### src/rtl/fsm_branch_jump_param.sv
// Purpose: control FSM sequencing conditional branches, JAL and JALR through decode, compare, writeback and misaligned-target trap.
// Latency: start->done is 5 cycles for jumps, 6 for branches (5 with FLAG_STAGE=0), plus 1 when a trap is taken.
// Backpressure: none; start is sampled only in IDLE and ignored everywhere else.
// Ports: clk/rst (async active-high); start, insn, code, rs1_val, rs2_val, target in;
//        datapath load enables, PC source selects, done/busy/trap_misaligned, branch_count/taken_count out.
module fsm_branch_jump_param #(
    parameter int XLEN       = 64,
    parameter int IALIGN     = 32,
    parameter int FLAG_STAGE = 1,
    parameter int CNT_W      = 32
) (
    input  logic             clk,
    input  logic             rst,
    input  logic             start,
    input  logic [31:0]      insn,
    input  logic [31:0]      code,
    input  logic [XLEN-1:0]  rs1_val,
    input  logic [XLEN-1:0]  rs2_val,
    input  logic [XLEN-1:0]  target,
    output logic             load_rs1,
    output logic             load_rs2,
    output logic             load_imm,
    output logic             load_pc_alu,
    output logic             load_flags,
    output logic             load_regfile,
    output logic             load_pc,
    output logic             sel_pc_next,
    output logic             sel_pc_jump,
    output logic             sel_pc_increment,
    output logic             done,
    output logic             busy,
    output logic             trap_misaligned,
    output logic [CNT_W-1:0] branch_count,
    output logic [CNT_W-1:0] taken_count
);

    localparam logic [3:0] S_IDLE   = 4'd0;
    localparam logic [3:0] S_DECODE = 4'd1;
    localparam logic [3:0] S_EXEC_J = 4'd2;
    localparam logic [3:0] S_EXEC_B = 4'd3;
    localparam logic [3:0] S_FLAGS  = 4'd4;
    localparam logic [3:0] S_WB_J   = 4'd5;
    localparam logic [3:0] S_WB_B   = 4'd6;
    localparam logic [3:0] S_TRAP   = 4'd7;
    localparam logic [3:0] S_DONE   = 4'd8;

    localparam logic [CNT_W-1:0] CNT_ONE = {{(CNT_W-1){1'b0}}, 1'b1};

    logic [3:0]       state_q, state_d;
    logic             eq_q, lt_q, ltu_q;
    logic [CNT_W-1:0] branch_cnt_q, taken_cnt_q;

    logic [2:0] funct3;
    logic       is_branch, is_jalr;
    logic       misaligned;
    logic       branch_taken;
    logic       taken;

    // Only funct3, the two class bits of code and the low target bits matter here.
    logic unused_bits;
    assign unused_bits = ^{insn, code, target};

    assign funct3    = insn[14:12];
    assign is_branch = code[24];
    assign is_jalr   = code[25];

    generate
        if (IALIGN == 16) begin : g_align16
            assign misaligned = target[0];
        end else begin : g_align32
            assign misaligned = |target[1:0];
        end
    endgenerate

    // Decided from flags captured in EXEC_B; funct3 010/011 are never taken.
    always_comb begin
        branch_taken = 1'b0;
        case (funct3)
            3'b000:  branch_taken = eq_q;
            3'b001:  branch_taken = ~eq_q;
            3'b100:  branch_taken = lt_q;
            3'b101:  branch_taken = ~lt_q;
            3'b110:  branch_taken = ltu_q;
            3'b111:  branch_taken = ~ltu_q;
            default: branch_taken = 1'b0;
        endcase
    end

    always_comb begin
        taken = 1'b0;
        if (state_q == S_WB_J) taken = 1'b1;
        else if (state_q == S_WB_B) taken = branch_taken;
    end

    // Outputs are decoded from the registered state, so an async reset clears them in the same cycle.
    always_comb begin
        state_d          = S_IDLE;
        load_rs1         = 1'b0;
        load_rs2         = 1'b0;
        load_imm         = 1'b0;
        load_pc_alu      = 1'b0;
        load_flags       = 1'b0;
        load_regfile     = 1'b0;
        load_pc          = 1'b0;
        sel_pc_next      = 1'b0;
        sel_pc_jump      = 1'b0;
        sel_pc_increment = 1'b0;
        done             = 1'b0;
        busy             = 1'b1;
        trap_misaligned  = 1'b0;
        case (state_q)
            S_IDLE: begin
                busy    = 1'b0;
                state_d = start ? S_DECODE : S_IDLE;
            end
            S_DECODE: begin
                load_rs1 = 1'b1;
                load_rs2 = 1'b1;
                load_imm = 1'b1;
                state_d  = is_branch ? S_EXEC_B : S_EXEC_J;
            end
            S_EXEC_J: begin
                load_pc_alu = 1'b1;
                state_d     = S_WB_J;
            end
            S_EXEC_B: begin
                load_flags = 1'b1;
                state_d    = (FLAG_STAGE != 0) ? S_FLAGS : S_WB_B;
            end
            S_FLAGS: begin
                state_d = S_WB_B;
            end
            S_WB_J: begin
                if (misaligned) begin
                    state_d = S_TRAP;
                end else begin
                    load_regfile = 1'b1;
                    sel_pc_next  = 1'b1;
                    load_pc      = 1'b1;
                    sel_pc_jump  = ~is_jalr;
                    state_d      = S_DONE;
                end
            end
            S_WB_B: begin
                if (taken && misaligned) begin
                    state_d = S_TRAP;
                end else begin
                    load_pc          = 1'b1;
                    sel_pc_increment = taken;
                    state_d          = S_DONE;
                end
            end
            S_TRAP: begin
                trap_misaligned = 1'b1;
                state_d         = S_DONE;
            end
            S_DONE: begin
                done    = 1'b1;
                state_d = S_IDLE;
            end
            default: begin
                busy    = 1'b0;
                state_d = S_IDLE;
            end
        endcase
    end

    always_ff @(posedge clk or posedge rst) begin
        if (rst) begin
            state_q      <= S_IDLE;
            eq_q         <= 1'b0;
            lt_q         <= 1'b0;
            ltu_q        <= 1'b0;
            branch_cnt_q <= '0;
            taken_cnt_q  <= '0;
        end else begin
            state_q <= state_d;
            if (state_q == S_EXEC_B) begin
                eq_q  <= (rs1_val == rs2_val);
                lt_q  <= ($signed(rs1_val) < $signed(rs2_val));
                ltu_q <= (rs1_val < rs2_val);
            end
            // Counted on leaving writeback, so trapped instructions are included.
            if (state_q == S_WB_B) branch_cnt_q <= branch_cnt_q + CNT_ONE;
            if (taken) taken_cnt_q <= taken_cnt_q + CNT_ONE;
        end
    end

    assign branch_count = branch_cnt_q;
    assign taken_count  = taken_cnt_q;

endmodule

### config.mk
export PLATFORM = sky130hd
export DESIGN_NAME = fsm_branch_jump_param
export DESIGN_NICKNAME = d
export VERILOG_FILES = /design/src/rtl/fsm_branch_jump_param.sv
export SDC_FILE = /design/constraint.sdc
export NUM_CORES = 1
export LEC_CHECK = 0
export ABC_AREA = 1
export ABC_CLOCK_PERIOD_IN_PS = 5330
export CAP_MARGIN = 0
export CORE_AREA = 5 5 128 130
export DETAILED_ROUTE_END_ITERATION = 16
export DIE_AREA = 0 0 133 135
export GPL_TIMING_DRIVEN = 0
export PLACE_DENSITY = 0.79
export REMOVE_ABC_BUFFERS = 1
export SLEW_MARGIN = 20
export SYNTH_ARGS = -nofsm -noshare
export SYNTH_HDL_FRONTEND = slang
export SYNTH_SLANG_ARGS = --single-unit
### constraint.sdc
create_clock -name clk -period 5.33 [get_ports clk]
set_clock_uncertainty 0.05 [all_clocks]
set_input_delay 0.533 -clock clk [delete_from_list [all_inputs] [get_ports clk]]
set_output_delay 0.533 -clock clk [all_outputs]
set_load 0.02 [all_outputs]
==> metrics.txt <==
run status finished clean; clk_lat worst skew 0.33 ns; syn avg cell area 7.05 um^2; Post-CTS Setup Bufs 0; H-tree depth 3; maxcap violations 0; initial antenna violation count 0; CTS max path bufs 2; gr ovfl total 0; IO Pins 336; Worst setup endpoint load_pc; internal power 1350 uW; Post-DP HPWL 14200 um; min-delay worst type in2async; flops & latches, synth 71; crit path time final 4.00 ns; P_sw 677 uW; register area share after synthesis 30.5%; Total GRT Usage 18.5%; clock sinks 71; power density cells 238 mW/mm^2; largest net degree at the start of global routing 58; Layout area overhead 46.2%; Worst-path clk slew 0.06 ns; initial core utilization 38.8%; post-CTS resize count 0; Rel. slew slack 25.3%; largest cells by area after synthesis dfrtp_1, nand2_1, ha_1; Clock Power Share 33.3%; vias in the first global route 5818; Mapped Cells 827; post-synth top area cell dfrtp_1; root buf cell clkbuf_16; diodes inserted 0; antenna viol nets, final 0; kind of critical path reg2out; Buffers on Ports 214; layout cell share with drive strength beyond 1 3.63%; CP required 4.75 ns; Vias per Instance 4.89; setup TNS 0 ns; Post-Syn Area 0.00583 mm^2; Fin. Hold Viols 0; vias after detailed routing 6034; fin. max-slew vios 0; Routed WL 17000 um; die area 0.0180 mm^2; critical path startpoint state_q[3]$_DFF_PP0_; Final WS setup 1.33 ns; final core occ 56.7%; Critical R2R Capture state_q[3]$_DFF_PP0_; Final Cell Area 0.00852 mm^2; RD Place Congestion 0.943; RSZ-0062 raised after global routing false; unique cell type count in the Yosys netlist 30; Worst EP arrival 3.42 ns; r2r startpoint state_q[3]$_DFF_PP0_; # rows 45; slew at the pin closest to its max-slew limit 1.12 ns; drt initial violations 385; filler cell count 1388; Reg2Reg Setup Slack 2.39 ns; final setup vio count 0; pre-CTS WS 1.42 ns; Residual DRC 0; first-pass GRT wire length 27300 um; Yosys top cell area share 30.5%; DR pass1 iterations 5; Placed Area 0.00818 mm^2; core area 0.0150 mm^2; CTS tree built; period utilization 75.0%; Sw Ratio 33.3%; WL/cell 13.7 um; combinational share of power 33.9%; maximum resistive drop on vdd 0.171 mV; DIE HEIGHT 135 um; die width 133 um; P_leak 0.00407 uW; Critical Path Sink Type primary output; Seq pwr share 32.8%; worst reg2reg path depth 9; Worst Setup Start Kind flip-flop; nets@finish 1367; Inst Count DP 1219; CP Max Fanout 32; Post-CTS Hold Fix Bufs 0; number of buffers created by CTS 9; Layout Cells excl Fill 1235; Ys Warns 0; maximum clock rate 250 MHz
-- area by class of cell --
type	count	area [um^2]	share of cell area, %
Multi-Input combinational cell	590	3420	40.1
Timing Repair Buffer	215	2170	25.5
Sequential cell	71	1780	20.8
Inverter	155	584	6.85
Clock buffer	12	267	3.13
Tap cell	188	235	2.76
Clock inverter	4	76.3	0.895
-- placed cells by master (no fill, tap or decap), types with 2 or more instances in the layout --
cell             instances
xor2_1                  35
nor3_1                  38
nand3_1                 31
inv_1                  151
nor3_2                   2
clkbuf_16                9
xnor2_1                 21
nor4_1                   9
nand2_1                228
ha_1                    66
nor2_1                  65
a21o_1                   4
nand4_1                 24
nand2_2                  4
bufinv_16                2
nor2_2                   5
dfrtp_1                 71
o21ai_0                 19
nand3b_1                 2
inv_2                    3
a21oi_1                 27
clkdlybuf4s50_1        214
clkbuf_8                 3
nor2_4                   3
o21a_1                   2
-- registers in the layout, summed over array words and instances (netlist names) --
signal and count:
branch_count 32, taken_count 32, eq_q 1, ltu_q 1, state_q 4, lt_q 1
-- power by group through the flow --
stage,combinational (uW),clock (uW),sequential [uW]
global placement,675,0,671
floorplan,338,0,691
CTS,698,691,665
global route,773,709,674
finish,688,676,666
detailed placement,694,0,673
-- stage by stage --
step | power (uW) | hold slack (ns)
2_1_floorplan | 1030 | 0.420
3_3_place_gp | 1350 | 0.425
3_5_place_dp | 1370 | 0.428
4_1_cts | 2050 | 0.429
5_1_grt | 2160 | 0.446
6_report | 2030 | 0.432
-- worst min-delay path by stage --
stage / end / slack (ns) / cells past startpoint
2_1_floorplan: ltu_q$_DFFE_PP0P_ / 0.42 / 2
3_3_place_gp: branch_count[31]$_DFFE_PP0P_ / 0.43 / 1
3_5_place_dp: branch_count[31]$_DFFE_PP0P_ / 0.43 / 1
4_1_cts: taken_count[26]$_DFFE_PP0P_ / 0.43 / 2
5_1_grt: taken_count[7]$_DFFE_PP0P_ / 0.45 / 2
6_report: taken_count[8]$_DFFE_PP0P_ / 0.43 / 2
-- cell families after synthesis --
| group | after synthesis | share of synthesized area [%] |
|---|---|---|
| compound gates | 54 | 4.98 |
| xor+xnor | 56 | 8.41 |
| fa+ha+maj | 66 | 14.2 |
| buf+inv | 166 | 10.9 |
| flops | 71 | 30.5 |
| simple gates | 414 | 31.0 |
-- worst max-delay path: stages (launching register included) --
cell             delay, ns
dfrtp_1               0.37
inv_1                 0.09
nand2_1               0.13
nor3_4                0.52
nand2_1               0.15
nand2_1               0.76
nand2_1               0.28
nand2_1               0.12
nand2_1               0.07
clkdlybuf4s50_1       0.58
-- synthesized netlist by cell type --
master,n
nand2_1,228
inv_1,152
dfrtp_1,71
ha_1,66
nor2_1,65
nor3_1,38
xor2_1,35
nand3_1,31
a21oi_1,27
nand4_1,24
xnor2_1,21
o21ai_0,19
nor4_1,9
clkbuf_1,5
nor2_2,5
a21o_1,4
nand2_2,4
buf_4,3
inv_2,3
nor2_4,3
buf_2,2
nand3b_1,2
nor3_2,2
o21a_1,2
clkbuf_2,1
nand3_2,1
nor3_4,1
o211ai_1,1
o21bai_1,1
or2_2,1
-- layer usage --
layer	track usage (%)	wire length [um]
met4	4.56	303
met5	0	0
met2	32.6	8250
met3	5.51	1290
met1	22.1	7140
Power figures use the tool's default switching activity.
==> patch 1: new RTL, same flow settings <==
Put one more register stage on the output `branch_count`, with the module's reset. The value now appears one clock later. The other outputs are not delayed to match.
--- a/src/rtl/fsm_branch_jump_param.sv
+++ b/src/rtl/fsm_branch_jump_param.sv
@@ -187,5 +187,11 @@
     end
 
-    assign branch_count = branch_cnt_q;
+    always_ff @(posedge clk or posedge rst) begin
+        if (rst) begin
+            branch_count <= '0;
+        end else begin
+            branch_count <= branch_cnt_q;
+        end
+    end
     assign taken_count  = taken_cnt_q;
 
Function: changed (Yosys sat finds a counterexample within 10 cycles, from zero or initial values and one cycle with rst high).
==> patch 1 against the unedited design <==
  * Register-to-register slack gained 0.06 ns
  * Sequential cell count rose by 32
  * Area after synthesis rose by 6.8%
  * Global-route usage down 0.58 points
  * Cell area grew 4.1%
  * Wire length fell by 7.4%
  * Power rose by 8.5%
  * Sequential power is 39% higher
  * Setup slack worse by 0.13 ns
  * Critical endpoint unchanged
==> patch 1: results (changes against the unedited design) <==
leakage power 4.381 nW (+7.7%); via/cell ratio 4.729 (-3.2%); Crit Path Max Fanout 32 (unchanged); vias in the first global route 5704 (-2.0%); GRT Util Overall 0.1790 (-0.005759); Final GP Congestion 0.8723 (-7.5%); Seq/Total Area, Yosys 0.4139 (+0.1092); Final #Nets 1306 (-4.5%); number of setup buffers added after CTS 0 (unchanged); Synth cell types 30 (unchanged); DRT iter0 DRCs 313 (-19%); Hold Crit Class flip-flop to flip-flop; Worst-path clk slew 0.07 ns; top cells by count, synth nand2_1, inv_1, dfrtp_1, ha_1, nor2_1; initial antenna violation count 0 (unchanged); via count 5547 (-8.1%); layout cells sized above 1 0.03147 (-0.004822); clk buf depth 2 (unchanged); first-pass GRT wire length 26.43 mm (-3.0%); Ant. Diodes 0 (unchanged); post-cts sizing count 0 (unchanged); WL/cell 13.40 um (-2.5%); number of I/O port buffers 214 (unchanged); DP HPWL 13.25 mm (-6.6%); htree depth 3 (unchanged); Synth Instances 761 (-8.0%); number of buffers created by CTS 9 (unchanged); Worst-Skew Late Latency 0.34 ns; largest net degree at the start of global routing 61 (+5.2%); Area contributors post-synth dfrtp_1, ha_1, nand2_1, inv_1, xor2_1; outcome complete, no violations; 1st-pass router iterations 4 (-1); IR drop worst, VDD 0.0001321 V (-23%); root cell of the clock tree clkbuf_16; ys async rst share 1.000 (unchanged); Yosys warnings 0 (unchanged); Sw Ratio 0.3253 (-0.008109); Worst-Margin Slew 0.9899 ns (-0.1306 ns)
-- patch 1: changes by cell type in the layout (fill, tap and decap cells not counted), sizes merged, moves of 3 or more --
cell | unedited run | this run
xor2 | 35 | 40
dfrtp | 71 | 103
inv | 155 | 151
nand4 | 24 | 18
nor2 | 73 | 66
nor4 | 9 | 3
clkbuf | 12 | 9
nor3 | 41 | 27
nand2 | 232 | 176
-- patch 1: layer usage --
metal | up-vias | share of wire | global-route usage
met5 | - | 0 | 0
met2 | 174 | 0.52 | 0.3349
li1 | 2823 | - | -
met1 | 2526 | 0.39 | 0.1974
met4 | 0 | 0.017 | 0.04677
met3 | 24 | 0.077 | 0.05328
-- patch 1: worst max-delay path, cell delays in order --
cell,delay (ns)
clkdlybuf4s50_1,0.46
or2_2,0.31
nand3_1,0.06
nand3_1,0.06
nand2_1,0.07
nand2_1,0.07
nand2_1,0.75
inv_1,0.27
nor2_1,0.29
a21oi_1,0.08
clkdlybuf4s50_1,0.57
-- patch 1: final timing paths --
check / to / from / cells past startpoint / slack, ns
max reg2reg: state_q[3] / state_q[1] / 8 / 2.45
min: branch_count[31] / branch_cnt_q[31] / 0 / 0.35
min in group asynchronous: branch_count[16] / rst / 2 / 0.53
min reg2reg: branch_count[31] / branch_cnt_q[31] / 0 / 0.35
max in group asynchronous: branch_cnt_q[24] / rst / 3 / 4.07
max: load_pc / insn[14] / 11 / 1.20
-- patch 1: cell type report --
cell class / instances / area [um2]
flip-flops and latches: 103 / 2577
well taps: 188 / 235.2
inverters: 148 / 560.5
repair buffers: 215 / 2170
clock buffers: 9 / 225.2
fillers: 1306 / 6157
clock inverters: 6 / 55.05
multi-input cells: 504 / 3053
-- patch 1: metrics by stage --
step	hold slack (ns)	total power [mW]	setup WS (ns)	cell area [um2]	util
after global placement	0.3403	1.583	0.6009	8563	0.5696
after CTS	0.3581	2.226	1.177	8876	0.5904
after detailed placement	0.3340	1.604	1.168	8596	0.5718
after global routing	0.3728	2.333	0.8910	8876	0.5904
after floorplan	0.3218	1.277	2.043	6186	-
final	0.3527	2.203	1.200	8876	0.5904
-- patch 1: logic make-up after synthesis --
family / count (synthesis) / synth area share
AOI/OAI and AO/OA: 53 / 0.04541
xor gates and xnor gates: 60 / 0.08439
adders and majority gates: 66 / 0.1326
buffers and inverters: 154 / 0.09584
DFF: 103 / 0.4139
and+or+nand+nor: 325 / 0.2279
-- patch 1: power groups by stage --
stage          clock network, mW  logic (mW)  registers, mW
4_1_cts                    0.633       0.668          0.926
3_5_place_dp                   0       0.665          0.939
2_1_floorplan                  0       0.315          0.962
3_3_place_gp                   0       0.647          0.937
5_1_grt                    0.657       0.738          0.938
6_report                   0.619       0.658          0.925
==> patch 2: new RTL, config.mk and constraints unchanged <==
Made on the original files. Change the parameter `XLEN` from 64 to 60.
--- a/src/rtl/fsm_branch_jump_param.sv
+++ b/src/rtl/fsm_branch_jump_param.sv
@@ -5,5 +5,5 @@
 //        datapath load enables, PC source selects, done/busy/trap_misaligned, branch_count/taken_count out.
 module fsm_branch_jump_param #(
-    parameter int XLEN       = 64,
+    parameter int XLEN       = 60,
     parameter int IALIGN     = 32,
     parameter int FLAG_STAGE = 1,
Ports: changed (resized rs1_val, rs2_val and target); port bits go from 336 to 324. The function was not compared with the original's and may differ.
==> patch 2 against the unedited design <==
  * Area after synthesis down 4.2%
  * Sequential share of layout area up 0.97 points
  * Power down 1.3%
  * Global-route usage down 0.41 points
  * Cell area down 4.5%
  * Sequential cell count unchanged
  * Highest routed layer unchanged
  * Setup slack better by 0.40 ns
  * Wire length down 6.3%
==> patch 2: results (changes against the unedited design) <==
Final GP Congestion 0.9116 (-3.3%); via/cell ratio 4.763 (-2.5%); largest net degree at the start of global routing 54 (-6.9%); top cells by count, synth nand2_1, inv_1, dfrtp_1, nor2_1, ha_1; Seq/Total Area, Yosys 0.3181 (+0.01338); Placed Area 7869 um2 (-3.8%); Synth cell types 34 (+13%); DP HPWL 12.99 mm (-8.4%); layout cells sized above 1 0.03036 (-0.005930); Worst-Margin Slew 0.7661 ns (-0.3544 ns); Worst-Skew Late Latency 0.34 ns; outcome complete, no violations; Worst-path clk slew 0.06 ns (about the same); Yosys warnings 0 (unchanged); GRT Util Overall 0.1806 (-0.004121); HP Start branch_count[31]; number of I/O port buffers 206 (-3.7%); IR drop worst, VDD 0.0003239 V (+89%); Overflow after GRT 0 (unchanged); Crit Path Max Fanout 41 (+28%); DP Worst Slack 1.713 ns (+0.2909 ns); DRT iter0 DRCs 240 (-38%); Area contributors post-synth dfrtp_1, ha_1, nand2_1, inv_1, xor2_1; vias in the first global route 5593 (-3.9%); Hold Crit Class flip-flop to flip-flop; leakage power 3.972 nW (-2.4%); Final #Nets 1292 (-5.5%); htree depth 3 (unchanged); Worst EP arrival 3.01 ns (-0.41 ns); WL final 15.91 mm (-6.3%); first-pass GRT wire length 26.54 mm (-2.6%); Critical Path Start insn[14]
[patch 2: through the flow]
step | instances | power [mW]
after floorplan | 765 | 1.095
after global placement | 1159 | 1.434
after detailed placement | 1160 | 1.454
after CTS | 1176 | 2.026
after global routing | 1176 | 2.144
final | 1176 | 2.004
[patch 2: cell type report]
type / count / area, um2
clock buffer: 10 / 239.0
multi-input combinational: 534 / 3164
timing repair buffer: 207 / 2090
fill: 1368 / 6889
clock inverter: 6 / 36.28
tap: 188 / 235.2
sequential: 71 / 1777
inverter: 160 / 603.1
[patch 2: layer usage]
layer	global-route usage	wire (um)
met1	0.2282	7082
met2	0.2997	7491
met3	0.05812	1072
met4	0.04561	259
met5	0	0
[patch 2: final timing paths]
check,to,slack (ns),cells after the start
max reg2reg,state_q[3],2.91,9
min,branch_count[31],0.43,1
max in group asynchronous,taken_count[3],4.22,3
max,load_pc,1.73,12
min in group asynchronous,branch_count[7],0.45,2
min reg2reg,branch_count[31],0.43,1
[patch 2: report_power, final]
group	internal [mW]	total, mW	switching [mW]
logic	0.336	0.752	0.415
registers	0.609	0.690	0.0807
clock network	0.325	0.563	0.238
total	1.27	2.00	0.734
[patch 2: cells by family (layout without fill, tap and decap cells)]
family,after synthesis,in the layout,synth area share
AND/OR/NAND/NOR,358,358,0.2832
buffers and inverters,167,383,0.1158
flip-flops,71,71,0.3181
adder cells (fa/ha/maj),62,62,0.1389
AO/OA/AOI/OAI,57,57,0.05466
XOR/XNOR,57,57,0.08938
[patch 2: critical path, stage by stage]
cell and delay, ns:
clkdlybuf4s50_1 0.52, nand2_1 0.08, o21ai_0 0.07, nand2_1 0.07, nand3_1 0.08, nand2_1 0.11, nand2_1 0.13, nand2_2 0.44
nand2_1 0.23, nand2_1 0.07, nand2_1 0.09, clkdlybuf4s50_1 0.60
